==> src/rtl/fetch_unit.sv <==
// Instruction-fetch front end: credit-limited request issue toward a
// variable-latency in-order instruction memory, a DEPTH-entry prefetch queue
// feeding decode, and redirect handling that flushes the queue and discards
// responses to requests issued before the redirect.
module fetch_unit #(
    parameter int unsigned     XLEN     = 32,
    parameter int unsigned     DEPTH    = 4,
    parameter logic [XLEN-1:0] RESET_PC = '0
) (
    input  logic            clk,
    input  logic            rst,
    output logic            imem_req_valid,
    input  logic            imem_req_ready,
    output logic [XLEN-1:0] imem_req_addr,
    input  logic            imem_rsp_valid,
    input  logic [XLEN-1:0] imem_rsp_data,
    output logic            if_valid,
    input  logic            if_ready,
    output logic [XLEN-1:0] if_instr,
    output logic [XLEN-1:0] if_pc,
    input  logic            redirect_valid,
    input  logic [XLEN-1:0] redirect_pc
);

    localparam int unsigned CW = $clog2(DEPTH + 1);
    localparam int unsigned SW = CW + 1;
    localparam int unsigned PW = $clog2(DEPTH);

    localparam logic [XLEN-1:0] ALIGN_MASK = ~XLEN'(3);
    localparam logic [XLEN-1:0] PC_STEP    = XLEN'(4);

    logic [XLEN-1:0] fetch_pc_q, fetch_pc_d;
    logic [XLEN-1:0] rsp_pc_q, rsp_pc_d;
    logic [CW-1:0]   occ_q, occ_d;
    logic [CW-1:0]   outstanding_q, outstanding_d;
    logic [CW-1:0]   drop_cnt_q, drop_cnt_d;
    logic [PW-1:0]   wr_ptr_q, wr_ptr_d;
    logic [PW-1:0]   rd_ptr_q, rd_ptr_d;
    logic [XLEN-1:0] instr_q [DEPTH];
    logic [XLEN-1:0] instr_d [DEPTH];
    logic [XLEN-1:0] pc_q    [DEPTH];
    logic [XLEN-1:0] pc_d    [DEPTH];

    logic            credit_ok;
    logic            req_fire;
    logic            rsp_fire;
    logic            push;
    logic            pop;
    logic [XLEN-1:0] redirect_aligned;

    // Request credit: queued entries plus in-flight requests never exceed DEPTH
    assign credit_ok        = (SW'(occ_q) + SW'(outstanding_q)) < SW'(DEPTH);
    assign imem_req_valid   = rst && credit_ok && !redirect_valid;
    assign imem_req_addr    = fetch_pc_q;
    assign if_valid         = (occ_q != '0);
    assign if_instr         = if_valid ? instr_q[rd_ptr_q] : '0;
    assign if_pc            = if_valid ? pc_q[rd_ptr_q] : '0;
    assign redirect_aligned = redirect_pc & ALIGN_MASK;

    // Handshake events; a response with nothing outstanding is ignored entirely
    always_comb begin
        req_fire = imem_req_valid && imem_req_ready;
        rsp_fire = imem_rsp_valid && (outstanding_q != '0);
        push     = rsp_fire && (drop_cnt_q == '0) && !redirect_valid;
        pop      = if_valid && if_ready && !redirect_valid;
    end

    // Next-state for PCs, counters and queue pointers; redirect takes priority
    always_comb begin
        fetch_pc_d    = fetch_pc_q;
        rsp_pc_d      = rsp_pc_q;
        occ_d         = occ_q;
        outstanding_d = outstanding_q + CW'(req_fire) - CW'(rsp_fire);
        drop_cnt_d    = drop_cnt_q;
        wr_ptr_d      = wr_ptr_q;
        rd_ptr_d      = rd_ptr_q;

        if (redirect_valid) begin
            fetch_pc_d = redirect_aligned;
            rsp_pc_d   = redirect_aligned;
            occ_d      = '0;
            wr_ptr_d   = '0;
            rd_ptr_d   = '0;
            // every request still outstanding after this cycle is stale
            drop_cnt_d = outstanding_q - CW'(rsp_fire);
        end else begin
            if (req_fire) begin
                fetch_pc_d = fetch_pc_q + PC_STEP;
            end
            if (rsp_fire && (drop_cnt_q != '0)) begin
                drop_cnt_d = drop_cnt_q - CW'(1);
            end
            if (push) begin
                rsp_pc_d = rsp_pc_q + PC_STEP;
                wr_ptr_d = wr_ptr_q + PW'(1);
            end
            if (pop) begin
                rd_ptr_d = rd_ptr_q + PW'(1);
            end
            occ_d = occ_q + CW'(push) - CW'(pop);
        end
    end

    // Queue storage write
    always_comb begin
        instr_d = instr_q;
        pc_d    = pc_q;
        if (push) begin
            instr_d[wr_ptr_q] = imem_rsp_data;
            pc_d[wr_ptr_q]    = rsp_pc_q;
        end
    end

    // State registers
    always_ff @(posedge clk or negedge rst) begin
        if (!rst) begin
            fetch_pc_q    <= RESET_PC & ALIGN_MASK;
            rsp_pc_q      <= RESET_PC & ALIGN_MASK;
            occ_q         <= '0;
            outstanding_q <= '0;
            drop_cnt_q    <= '0;
            wr_ptr_q      <= '0;
            rd_ptr_q      <= '0;
            for (int i = 0; i < int'(DEPTH); i++) begin
                instr_q[i] <= '0;
                pc_q[i]    <= '0;
            end
        end else begin
            fetch_pc_q    <= fetch_pc_d;
            rsp_pc_q      <= rsp_pc_d;
            occ_q         <= occ_d;
            outstanding_q <= outstanding_d;
            drop_cnt_q    <= drop_cnt_d;
            wr_ptr_q      <= wr_ptr_d;
            rd_ptr_q      <= rd_ptr_d;
            instr_q       <= instr_d;
            pc_q          <= pc_d;
        end
    end

endmodule

==> config.mk <==
export PLATFORM = sky130hd
export DESIGN_NAME = fetch_unit
export DESIGN_NICKNAME = d
export VERILOG_FILES = /design/src/rtl/fetch_unit.sv
export SDC_FILE = /design/constraint.sdc
export NUM_CORES = 1
export LEC_CHECK = 0
export CORE_MARGIN = 2
export CORE_UTILIZATION = 35
export CTS_BUF_LIST = sky130_fd_sc_hd__clkbuf_2
export DETAILED_ROUTE_END_ITERATION = 10
export GPL_TIMING_DRIVEN = 1
export PLACE_DENSITY_LB_ADDON = 0.25
export SLEW_MARGIN = 20
export SYNTH_ARGS = -nofsm -noshare
export SYNTH_HDL_FRONTEND = slang
export SYNTH_SLANG_ARGS = --single-unit
==> constraint.sdc <==
create_clock -name clk -period 7.4 [get_ports clk]
set_input_delay 2.22 -clock clk [delete_from_list [all_inputs] [get_ports clk]]
set_output_delay 2.22 -clock clk [all_outputs]
set_load 0.03 [all_outputs]
==> reports/metrics.csv <==
metric;value;unit
outcome;finished, final reports clean;
Critical Path Start Type;flip-flop;
1st-pass router iterations;4;
final period utilization;79.43;%
sum of negative setup slack;0;ns
GPL Wtd Cong;0.8241;
Clock Skew;0.05699;ns
WL final;36230;microns
Fin Hold WS;0.5064;ns
Gate Count Post-Synth;1126;
Synth Register Bits;321;
PD cells;320.1;nW/um^2
endpoint class of the critical path;output pin;
Post-synth EDFFs;0;
Worst-Margin Slew;1.086;ns
clk slew on worst S/H paths;0.09;ns
share of layout cells above drive strength 1;35.57;%
HP Class;flip-flop to flip-flop;
GRT Total Usage;16.69;%
die span in x;213.7;microns
fillers;4159;
R2R depth;11;
I/O pin cnt;168;
Hold Path Origin;pc_q[45];
fmax;170.1;MHz
VDD IR-drop max;0.0001076;V
Main synth FF type;dfrtp_1;
final slew viol count;0;
total grt overflow;0;
initial core utilization;35.57;%
worst-skew pair later-pin latency;0.98;ns
pre-CTS WS;1.639;ns
sequential share of the synthesized area;52.20;%
Synth Area in XOR/XNOR;2.447;%
Final Critical Period;5.878;ns
DRT iter0 DRCs;476;
syn avg cell area;13.67;sq um
most frequent cells in the layout;319 x dfrtp_1, 258 x mux2_2, 159 x clkdlybuf4s50_1;
Detail Route Antenna Nets;0;
most common cell after layout, fill and taps aside;dfrtp_1;
Port Buf Inserts;161;
Synth-to-Final Area Change;17.94;%
simple-gate area share of the yosys netlist;8.741;%
post-CTS setup repair buffer count;0;
maximum capacitance violations;0;
Req. time, crit path;5.18;ns
CP Data Arrival Time;3.66;ns
CTS Buffer Depth;3;
count of cell types in the netlist;54;
crit-path max FO;38;
worst r2r src;outstanding_q[2];
Via Count;9876;
largest net degree at the start of global routing;77;
core area;43270;sq um
Sink Count;321;
vias in the first global route;10770;
r2r setup slk;3.90;ns
DRC;0;
worst hold path stage count;1;
final instance area;18150;sq um
placed cell area;17380;sq um
Adder-Cell Fraction of Synth Area;1.561;%
CTS tree;built;
HPWL after DPL;22040;microns
post-synthesis compound-gate area fraction;3.496;%
largest family of logic cells by synthesized area;multiplexers;
first-pass GRT wire length;59040;microns
CTS Root Cell;clkbuf_2;
H-tree levels;3;
Num CTS Buffers;88;
antenna violations before repair;1;
WL/cell;18.53;microns
die footprint;45660;sq um
hold endpoint;pc_q[45];
Yosys Warn Count;0;
# nets final;1401;
FP Rows;76;
RSZ-0062 raised after global routing;false;
final setup vio count;0;
hold buffer count at CTS;0;
static leakage;0.007966;uW
FF-to-FF End;outstanding_q[2];
DIE HEIGHT;213.7;microns
final hold vios;0;
Mapped Area;15390;sq um
Setup WS post-layout;1.522;ns
CP Class;flip-flop to output pin;
vias per cell;5.052;
post-synthesis mux area share;28.08;%
Async S/R FF share, synth;100.0;%
cts repair resizes;0;
slew margin rel.;27.63;%
==> report_power, final <==
group	internal, uW	total, uW	switching (uW)
sequential	2150	2460	306
combinational	1100	2080	979
clock	527	1270	748
==> metrics by stage <==
| stage | utilization (%) | total power, uW | std cells |
|---|---|---|---|
| floorplan | - | 3872 | 1129 |
| global placement | 40.16 | 4577 | 1808 |
| detailed placement | 40.16 | 4625 | 1808 |
| CTS | 41.94 | 5941 | 1954 |
| global route | 41.95 | 6234 | 1955 |
| finish | 41.95 | 5810 | 1955 |
==> layout make-up <==
cell class | count | area (sq um) | area share (%)
Multi-Input combinational cell | 711 | 6848 | 37.73
Clock inverter | 17 | 125.1 | 0.6894
Clock buffer | 129 | 645.6 | 3.557
Timing Repair Buffer | 170 | 1679 | 9.252
Antenna cell | 1 | 2.502 | 0.01379
Inverter | 21 | 78.83 | 0.4343
Sequential cell | 321 | 8038 | 44.29
Tap cell | 585 | 732.0 | 4.033
==> cell families after synthesis <==
logic type	Yosys count
xor+xnor	43
other cells	1
mux	322
buf+inv	97
simple gates	242
flops	321
compound gates	82
fa+ha+maj	18
==> critical path: stages, from the launching register on <==
cell and delay (ns):
dfrtp_2 0.83, buf_4 0.66, mux4_2 0.40, and2_1 0.17, clkdlybuf4s50_1 0.65
==> per-layer routing <==
metal	up-vias	GRT usage (%)	part of all wire, %
li1	4491	-	-
met1	5063	22.36	46
met2	253	26.38	46
met3	69	4.438	5.6
met4	0	5.508	2.2
met5	-	0	0
==> sequential cells by signal, indices dropped and copies added (netlist names) <==
name,count
rd_ptr_q,2
rsp_pc_q,30
occ_q,3
pc_q,120
outstanding_q,3
imem_req_addr,30
drop_cnt_q,3
instr_q,128
wr_ptr_q,2
==> how the worst max path moves through the flow <==
stage | start | endpoint | slack (ns)
finish | rd_ptr_q[1] | if_pc[19] | 1.52
global route | rd_ptr_q[0] | if_pc[2] | 1.18
CTS | rd_ptr_q[0] | if_pc[2] | 1.24
detailed placement | redirect_valid | imem_req_valid | 1.64
global placement | redirect_valid | imem_req_valid | 1.63
floorplan | redirect_valid | imem_req_valid | 2.23
==> synthesized netlist by cell type (all sizes together) (2+ instances only) <==
master    n  area [sq um]
dfrtp   321          8033
mux2    258          2905
and2     68         425.4
mux4     62          1396
nand2    51         191.4
buf      50         337.8
o21ai    37         185.2
nand3    33         165.2
nor2     27         101.4
xnor2    27         236.5
clkbuf   25         105.1
inv      21         78.83
nand4    19         118.9
ha       16         200.2
xor2     16         140.1
o311ai   15         131.4
o211ai   14         105.1
and3      9         56.30
nor3      9         75.07
a21oi     7         35.03
and4      7         62.56
nor4      5         43.79
a31oi     3         18.77
nor3b     3         27.52
fa        2         40.04
mux2i     2         20.02
nand2b    2         12.51
nand3b    2         15.01
nor2b     2         12.51
o31ai     2         28.78
or2       2         12.52
(Power assumes the default switching activity.)
